==> src/rtl/adc_apb_poller_if.sv <==
// adc_apb_poller_if: bundle between the ADC APB poller and its environment.
//   APB side : PSEL, PENABLE, PWRITE (poller out), PRDATA, PREADY, PSLVERR (ADC out)
//   stream   : smp_data, smp_valid (poller out), smp_ready (consumer out)
//   status   : enable (in to poller), fifo_count, ovf_cnt, err_cnt (poller out)
interface adc_apb_poller_if #(parameter int DEPTH = 8);
  logic                     enable;
  logic                     PSEL;
  logic                     PENABLE;
  logic                     PWRITE;
  logic [31:0]              PRDATA;
  logic                     PREADY;
  logic                     PSLVERR;
  logic [31:0]              smp_data;
  logic                     smp_valid;
  logic                     smp_ready;
  logic [$clog2(DEPTH):0]   fifo_count;
  logic [15:0]              ovf_cnt;
  logic [15:0]              err_cnt;
  modport master (
    input  enable, PRDATA, PREADY, PSLVERR, smp_ready,
    output PSEL, PENABLE, PWRITE, smp_data, smp_valid, fifo_count, ovf_cnt, err_cnt
  );
  modport slave (
    output enable, PRDATA, PREADY, PSLVERR, smp_ready,
    input  PSEL, PENABLE, PWRITE, smp_data, smp_valid, fifo_count, ovf_cnt, err_cnt
  );
endinterface

==> src/rtl/adc_apb_poller.sv <==
// adc_apb_poller: periodic APB read master feeding ADC samples into a show-ahead FIFO stream.
//   PCLK    : clock, rising edge
//   PRESET  : synchronous active-low reset
//   bus     : adc_apb_poller_if.master (APB master, sample stream, enable, status counters)
module adc_apb_poller #(
  parameter int SAMPLE_DIV = 16,
  parameter int MAX_WAIT   = 8,
  parameter int DEPTH      = 8
) (
  input  logic             PCLK,
  input  logic             PRESET,
  adc_apb_poller_if.master bus
);
  localparam int AW = $clog2(DEPTH);
  localparam int TW = SAMPLE_DIV > 1 ? $clog2(SAMPLE_DIV) : 1;
  localparam int WW = MAX_WAIT > 1 ? $clog2(MAX_WAIT) : 1;
  typedef enum logic [1:0] {IDLE, SETUP, ACCESS} state_t;
  state_t        state;
  logic          psel, penable;
  logic [TW-1:0] timer;
  logic [WW-1:0] wait_cnt;
  logic [31:0]   mem [DEPTH];
  logic [AW-1:0] wp, rp;
  logic [AW:0]   count;
  logic [15:0]   ovf_cnt, err_cnt;
  logic          valid, full, pop, done_ok, done_err, push, ovf;
  assign valid    = count != '0;
  assign full     = count == (AW+1)'(DEPTH);
  assign pop      = valid & bus.smp_ready;
  assign done_ok  = (state == ACCESS) & bus.PREADY & ~bus.PSLVERR;
  // an error ends the transfer either on a PSLVERR response or when the wait budget runs out
  assign done_err = (state == ACCESS) & (bus.PREADY ? bus.PSLVERR : wait_cnt == WW'(MAX_WAIT - 1));
  // a pop in the same cycle frees the slot, so a full FIFO still accepts the sample
  assign push     = done_ok & (~full | pop);
  assign ovf      = done_ok & full & ~pop;
  always_ff @(posedge PCLK) begin
    if (!PRESET) begin
      state    <= IDLE;
      psel     <= 1'b0;
      penable  <= 1'b0;
      timer    <= TW'(SAMPLE_DIV - 1);
      wait_cnt <= '0;
      wp       <= '0;
      rp       <= '0;
      count    <= '0;
      ovf_cnt  <= '0;
      err_cnt  <= '0;
    end else begin
      case (state)
        IDLE: if (bus.enable) begin
          if (timer == '0) begin
            state    <= SETUP;
            psel     <= 1'b1;
            wait_cnt <= '0;
          end else timer <= timer - 1'b1;
        end
        SETUP: begin
          state   <= ACCESS;
          penable <= 1'b1;
        end
        default: if (done_ok | done_err) begin
          state   <= IDLE;
          psel    <= 1'b0;
          penable <= 1'b0;
          timer   <= TW'(SAMPLE_DIV - 1);
        end else wait_cnt <= wait_cnt + 1'b1;
      endcase
      if (push) wp <= wp + 1'b1;
      if (pop) rp <= rp + 1'b1;
      if (push != pop) count <= push ? count + 1'b1 : count - 1'b1;
      if (ovf && ovf_cnt != 16'hFFFF) ovf_cnt <= ovf_cnt + 16'd1;
      if (done_err && err_cnt != 16'hFFFF) err_cnt <= err_cnt + 16'd1;
    end
  end
  always_ff @(posedge PCLK) begin
    if (PRESET && push) mem[wp] <= bus.PRDATA;
  end
  assign bus.PSEL       = psel;
  assign bus.PENABLE    = penable;
  assign bus.PWRITE     = 1'b0;
  assign bus.smp_valid  = valid;
  assign bus.smp_data   = valid ? mem[rp] : 32'd0;
  assign bus.fifo_count = count;
  assign bus.ovf_cnt    = ovf_cnt;
  assign bus.err_cnt    = err_cnt;
endmodule

==> src/flat_wrapper.sv <==
// flat-port wrapper written by rule: the top's interface ports become plain ports
module adc_apb_poller_flat 
#(
  parameter int SAMPLE_DIV = 16,
  parameter int MAX_WAIT   = 8,
  parameter int DEPTH      = 8
)
  (PCLK, PRESET, bus_enable, bus_PRDATA, bus_PREADY, bus_PSLVERR, bus_smp_ready, bus_PSEL, bus_PENABLE, bus_PWRITE, bus_smp_data, bus_smp_valid, bus_fifo_count, bus_ovf_cnt, bus_err_cnt);
  adc_apb_poller_if #(.DEPTH(DEPTH)) bus_i ();
  input  logic PCLK;
  input  logic PRESET;
  input wire logic [$bits(bus_i.enable)-1:0] bus_enable;
  input wire logic [$bits(bus_i.PRDATA)-1:0] bus_PRDATA;
  input wire logic [$bits(bus_i.PREADY)-1:0] bus_PREADY;
  input wire logic [$bits(bus_i.PSLVERR)-1:0] bus_PSLVERR;
  input wire logic [$bits(bus_i.smp_ready)-1:0] bus_smp_ready;
  output wire logic [$bits(bus_i.PSEL)-1:0] bus_PSEL;
  output wire logic [$bits(bus_i.PENABLE)-1:0] bus_PENABLE;
  output wire logic [$bits(bus_i.PWRITE)-1:0] bus_PWRITE;
  output wire logic [$bits(bus_i.smp_data)-1:0] bus_smp_data;
  output wire logic [$bits(bus_i.smp_valid)-1:0] bus_smp_valid;
  output wire logic [$bits(bus_i.fifo_count)-1:0] bus_fifo_count;
  output wire logic [$bits(bus_i.ovf_cnt)-1:0] bus_ovf_cnt;
  output wire logic [$bits(bus_i.err_cnt)-1:0] bus_err_cnt;
  assign bus_i.enable = bus_enable;
  assign bus_i.PRDATA = bus_PRDATA;
  assign bus_i.PREADY = bus_PREADY;
  assign bus_i.PSLVERR = bus_PSLVERR;
  assign bus_i.smp_ready = bus_smp_ready;
  assign bus_PSEL = bus_i.PSEL;
  assign bus_PENABLE = bus_i.PENABLE;
  assign bus_PWRITE = bus_i.PWRITE;
  assign bus_smp_data = bus_i.smp_data;
  assign bus_smp_valid = bus_i.smp_valid;
  assign bus_fifo_count = bus_i.fifo_count;
  assign bus_ovf_cnt = bus_i.ovf_cnt;
  assign bus_err_cnt = bus_i.err_cnt;
  adc_apb_poller #(.SAMPLE_DIV(SAMPLE_DIV), .MAX_WAIT(MAX_WAIT), .DEPTH(DEPTH)) u_core (.PCLK(PCLK), .PRESET(PRESET), .bus(bus_i));
endmodule
==> config.mk <==
export PLATFORM = sky130hd
export DESIGN_NAME = adc_apb_poller_flat
export DESIGN_NICKNAME = d
export VERILOG_FILES = /design/src/rtl/adc_apb_poller_if.sv /design/src/rtl/adc_apb_poller.sv /design/src/flat_wrapper.sv
export SDC_FILE = /design/constraint.sdc
export NUM_CORES = 1
export LEC_CHECK = 0
export CAP_MARGIN = 20
export CORE_MARGIN = 2
export CORE_UTILIZATION = 40
export DETAILED_ROUTE_END_ITERATION = 8
export PLACE_DENSITY_LB_ADDON = 0.25
export SYNTH_ARGS = -nofsm -noshare
export SYNTH_HDL_FRONTEND = slang
export SYNTH_SLANG_ARGS = --single-unit
==> constraint.sdc <==
create_clock -name PCLK -period 6.25 [get_ports PCLK]
set_clock_uncertainty 0.2 [all_clocks]
set_input_delay 1.25 -clock PCLK [delete_from_list [all_inputs] [get_ports PCLK]]
set_output_delay 1.25 -clock PCLK [all_outputs]
set_load 0.02 [all_outputs]
==> results of run 1 <==
==> layout make-up <==
type | instances | area [sq um]
fill | 2587 | 15900
sequential | 312 | 8810
multi-input combinational | 397 | 3680
timing repair buffer | 131 | 1270
clock buffer | 45 | 923
tap | 402 | 503
clock inverter | 18 | 185
inverter | 12 | 45.0
==> worst max-delay path: stages (launching register included) <==
cell             delay (ns)
dfxtp_4                0.96
buf_4                  0.40
mux4_2                 0.54
mux2i_1                0.19
nor2_1                 0.07
clkdlybuf4s50_1        0.55
==> path summary, 6_finish.rpt <==
| path | start | end | slack (ns) | cells after the start |
|---|---|---|---|---|
| setup reg to reg | u_core.state[1] | u_core.mem[5][0] | 2.95 | 7 |
| hold reg to reg | u_core.wait_cnt[1] | u_core.wait_cnt[1] | 0.25 | 2 |
| setup / recovery | flop | bus_smp_data[12] | 1.55 | 5 |
| hold / removal | u_core.wait_cnt[1] | u_core.wait_cnt[1] | 0.25 | 2 |
==> metrics by stage <==
| stage | instances | worst slack (ns) | power [uW] | utilization [%] | hold WS (ns) |
|---|---|---|---|---|---|
| global route | 1317 | 1.26 | 5900 | 49.2 | 0.294 |
| CTS | 1316 | 1.40 | 5730 | 49.2 | 0.257 |
| detailed placement | 1253 | 1.65 | 3740 | 45.7 | 0.249 |
| finish | 1317 | 1.55 | 5640 | 49.2 | 0.254 |
| global placement | 1253 | 1.64 | 3740 | 45.7 | 0.242 |
| floorplan | 763 | 1.06 | 3190 | - | 0.236 |
==> report_power, final <==
| group | switching [uW] | leakage, uW | internal, uW |
|---|---|---|---|
| logic | 640 | 0.00148 | 650 |
| clock network | 824 | 0.000540 | 1150 |
| registers | 112 | 0.00275 | 2270 |
==> flip-flops by register name, summed over array words and instances, names as in the netlist, named ones only <==
name,count
u_core.bus.PENABLE,1
u_core.bus.PSEL,1
u_core.bus.err_cnt,16
u_core.bus.fifo_count,4
u_core.bus.ovf_cnt,16
u_core.mem,256
u_core.rp,3
u_core.state,2
u_core.timer,4
u_core.wait_cnt,3
u_core.wp,3
==> per-layer routing <==
layer / share of wire [%] / wire [microns] / up-vias
li1: - / - / 3332
met1: 46 / 11800 / 3580
met2: 48 / 12300 / 172
met3: 4.4 / 1140 / 40
met4: 2.3 / 585 / 0
met5: 0 / 0 / -
==> kinds of logic after synthesis <==
family	count (synthesis)	synth area share (%)
AOI/OAI and AO/OA	85	4.29
xor gates and xnor gates	4	0.277
adders and majority gates	10	1.05
buffers and inverters	54	1.74
DFF	312	69.7
muxes	108	14.9
other	1	0.0297
and+or+nand+nor	189	7.99
==> Yosys cell counts, drive strengths merged (4+ instances only) <==
cell,number,area [sq um]
nor4,6,37.5
nor2,49,184
clkbuf,25,93.8
or4,21,160
inv,11,41.3
o31ai,20,150
nand2b,6,40.0
dfxtp,56,1120
nand2,36,135
nand3,19,95.1
or3,10,63.8
o21ai,11,55.1
mux2i,43,430
buf,17,81.3
nand4,16,106
ha,9,113
nor3,5,30.0
and2,4,25.0
edfxtp,256,7690
a21oi,31,155
mux4,64,1440
==> summary.txt, run 1 <==
final critical path time including I/O delays and setup: 4.70 ns
CTS clk-pin slew, worst paths: 0.06 ns
final sum of negative setup slack: 0 ns
# diodes: 0
initial standard-cell utilization of the core: 40.4%
Final HPWL DP: 15.7 mm
total iterations of the first detailed-routing run: 5
setup bufs post-CTS: 0
CTS H-tree lvls: 2
signal arrival time at the worst endpoint: 3.25 ns
type of the worst setup path: reg2out
Resized cells post-CTS: 0
DRC violations left: 0
Post-Synthesis Net Count: 811
power density relative to cell area: 366 mW/mm^2
grt met1 use: 22.3%
Max Root-Sink Buffers: 3
Detail Route Antenna Nets: 0
layout overhead on the synthesized area: 22.0%
share of the cycle needed by the critical path after routing: 75.2%
CTS tree: done
PortBufs: 108
total number of yosys warnings: 0
required time worst endpoint: 4.80 ns
share of flip-flops with an asynchronous set or reset: 0%
fraction of the yosys area taken by sequential cells: 69.7%
Via-to-Cell Ratio: 5.41
number of violations reported at the end of detailed-routing iteration 0: 442
Die Wd: 182 microns
CP startpoint kind: flop
vertical die dimension: 182 microns
post-synthesis cell area: 0.0126 sq mm
worst min-delay path class: reg2reg
count of mapped cells out of synthesis: 763
quantity of hold-fixing buffers added after cts: 0
met3 global-route usage: 2.51%
sum of overflow across all layers after global routing: 0
IR drop worst, VDD: 0.297 mV
wire length of the first global-routing pass: 40.6 mm
clock latency on the worst-skew pair: 0.51 ns
crit path max fanout: 44
highest achievable clock rate: 0.213 GHz
routed wire length: 25.9 mm
predominant post-synthesis flop cell: edfxtp_1
leakage power figure: 0.00477 uW
endpoints failing hold: 0
ports placed on the boundary: 110
Routed WL per cell: 19.6 microns
commonest cells after routing, fill and taps aside: edfxtp_1, clkdlybuf4s50_1, mux4_2, dfxtp_1
core area: 0.0313 sq mm
number of buffers added by the clock tree synthesis step: 35
cell chosen for the clock root: clkbuf_16
clock sinks: 312
vias in the first global route: 7,119
maximum number of pins on one net before global-route repair: 45
area of placed instances: 0.0143 sq mm
most frequent standard cell in the layout excluding fill and tap cells: edfxtp_1
run status: finished, final reports clean
register bit count reported by yosys: 312
count of different cell masters after synthesis: 58
Overall Global Routing Usage: 15.9%
final non-filler cell area: 0.0154 sq mm
Max transition margin: 26.7%
RD Place Congestion: 0.758
EDFF count, synth: 256
Cell Rows: 65
vias post-DR: 7,124
Max Cap Violations: 0
RSZ-0062 raised after global routing: false
antenna violations before repair: 0
total count of max-transition violations in the final report: 0
layout cells sized above 1: 17.6%
routing layer with the top usage in global route: met2
synthesized area per cell: 16.6 sq um
final-stage net count: 937
setup violation total in the final timing report: 0
floorplan die area: 0.0330 sq mm
GR Util met2: 25.5%
Critical Path Sink Type: primary output
slew at the pin closest to its max-slew limit: 1.09 ns
Power figures use the tool's default switching activity.
==> run 2: changes to the inputs <==
==> constraint.sdc (replaced) <==
create_clock -name PCLK -period 4 [get_ports PCLK]
set_clock_uncertainty 0.2 [all_clocks]
set_input_delay 0.8 -clock PCLK [delete_from_list [all_inputs] [get_ports PCLK]]
set_output_delay 0.8 -clock PCLK [all_outputs]
set_load 0.02 [all_outputs]
==> summary.txt, run 2 (synthesis results as in run 1) <==
run status: finished, final reports clean
Buf/Inv on CP: 2
signal arrival time at the worst endpoint: 2.81 ns
IR drop worst, VDD: 0.484 mV
share of the cycle needed by the critical path after routing: 95.2%
CTS clk-pin slew, worst paths: 0.06 ns
CP startpoint kind: flop
setup violation total in the final timing report: 0
maximum number of pins on one net before global-route repair: 44
routed wire length: 26.1 mm
largest registers: u_core.mem: 256 flops, u_core.bus.err_cnt: 16 flops, u_core.bus.ovf_cnt: 16 flops
vias in the first global route: 7,377
core area: 0.0313 sq mm
cell chosen for the clock root: clkbuf_16
power density relative to cell area: 566 mW/mm^2
final-stage net count: 943
number of buffers added by the clock tree synthesis step: 34
floorplan die area: 0.0330 sq mm
Max Cap Violations: 0
commonest cells after routing, fill and taps aside: edfxtp_1, clkdlybuf4s50_1, mux4_2, dfxtp_1
# diodes: 0
family with the most delay on the worst path: multiplexers
crit path max fanout: 21
Slowest Stage Delay on Critical Path: 0.55 ns
final core utilization: 49.8%
sequence of cells on the critical path: buf_12 > mux4_2 > mux2i_1 > nor2_1 > clkdlybuf4s50_1
slew at the pin closest to its max-slew limit: 0.635 ns
Min Hold Slack: 0.256 ns
Max Root-Sink Buffers: 3
total iterations of the first detailed-routing run: 6
final sum of negative setup slack: 0 ns
slowest CP cell: clkdlybuf4s50_1
number of flip-flops under the largest register name: 256
vertical die dimension: 182 microns
Die Wd: 182 microns
Via-to-Cell Ratio: 5.44
Routed WL per cell: 19.8 microns
RSZ-0062 raised after global routing: false
layout cells sized above 1: 18.6%
CTS tree: done
Resized cells post-CTS: 0
vias post-DR: 7,189
DRC violations left: 0
required time worst endpoint: 3.00 ns
final critical path time including I/O delays and setup: 3.81 ns
quantity of hold-fixing buffers added after cts: 0
PortBufs: 108
clock sinks: 312
endpoints failing hold: 0
CTS H-tree lvls: 2
Final HPWL DP: 16.0 mm
wire length of the first global-routing pass: 41.8 mm
layout overhead on the synthesized area: 23.5%
Cell Rows: 65
setup bufs post-CTS: 0
Overall Global Routing Usage: 16.2%
RD Place Congestion: 0.732
type of the worst setup path: reg2out
initial standard-cell utilization of the core: 40.4%
Biggest register: u_core.mem
clock latency on the worst-skew pair: 0.51 ns
Critical Path Sink Type: primary output
ports placed on the boundary: 110
total count of max-transition violations in the final report: 0
worst min-delay path class: reg2reg
number of violations reported at the end of detailed-routing iteration 0: 509
antenna violations before repair: 0
sum of overflow across all layers after global routing: 0
highest achievable clock rate: 0.263 GHz
leakage power figure: 0.00483 uW
Detail Route Antenna Nets: 0
most frequent standard cell in the layout excluding fill and tap cells: edfxtp_1
Max transition margin: 57.1%
run 2: cell count changes in the layout (fill, tap and decap cells not counted), moves of 2 or more:
cell	previous run	this run
buf_12	1	11
clkbuf_1	9	6
buf_4	21	19
clkinv_1	6	4
clkinv_4	1	4
nor3_4	0	2
nor3_2	3	1
run 2: final cells by class:
| cell class | count | area (sq um) |
|---|---|---|
| Clock inverter | 18 | 176 |
| Multi-Input combinational cell | 397 | 3690 |
| Clock buffer | 43 | 926 |
| Fill cell | 2580 | 15700 |
| Sequential cell | 312 | 8810 |
| Tap cell | 402 | 503 |
| Timing Repair Buffer | 138 | 1440 |
| Inverter | 12 | 45.0 |
run 2: power by group:
part	internal [uW]	switching [uW]	total, uW
registers	3540	89.0	3630
clock network	1790	1270	3060
logic	1050	1080	2140
run 2: worst paths after layout:
check,start,end,slack (ns),cells after the start
setup / recovery,flop,bus_smp_data[24],0.19,5
setup reg to reg,u_core.state[1],u_core.mem[6][8],1.03,5
hold reg to reg,u_core.wait_cnt[1],u_core.wait_cnt[1],0.26,2
hold / removal,u_core.wait_cnt[1],u_core.wait_cnt[1],0.26,2
run 2: tightest hold or removal path: cells and delay by family, from the launching register on:
kind / cells / cell delay [ns]
flops: 1 / 0.31
simple gates: 1 / 0.05
compound gates: 1 / 0.05
run 2: per-layer routing:
| metal | share of wire, % | vias to the layer above | GRT usage [%] | wire length, microns |
|---|---|---|---|---|
| met5 | 0 | - | 0 | 0 |
| met2 | 48 | 134 | 26.6 | 12500 |
| met1 | 46 | 3672 | 22.5 | 12100 |
| li1 | - | 3342 | - | - |
| met3 | 3.5 | 41 | 2.47 | 923 |
| met4 | 2.4 | 0 | 5.14 | 622 |
run 2: per-stage QoR:
stage	cell area, sq um	setup slack, ns	instances	total power (uW)
floorplan	12600	0.112	763	4990
global placement	14500	0.236	1261	5880
detailed placement	14500	0.191	1261	5890
CTS	15600	0.155	1322	8970
global route	15600	0.0460	1322	9270
finish	15600	0.194	1322	8830
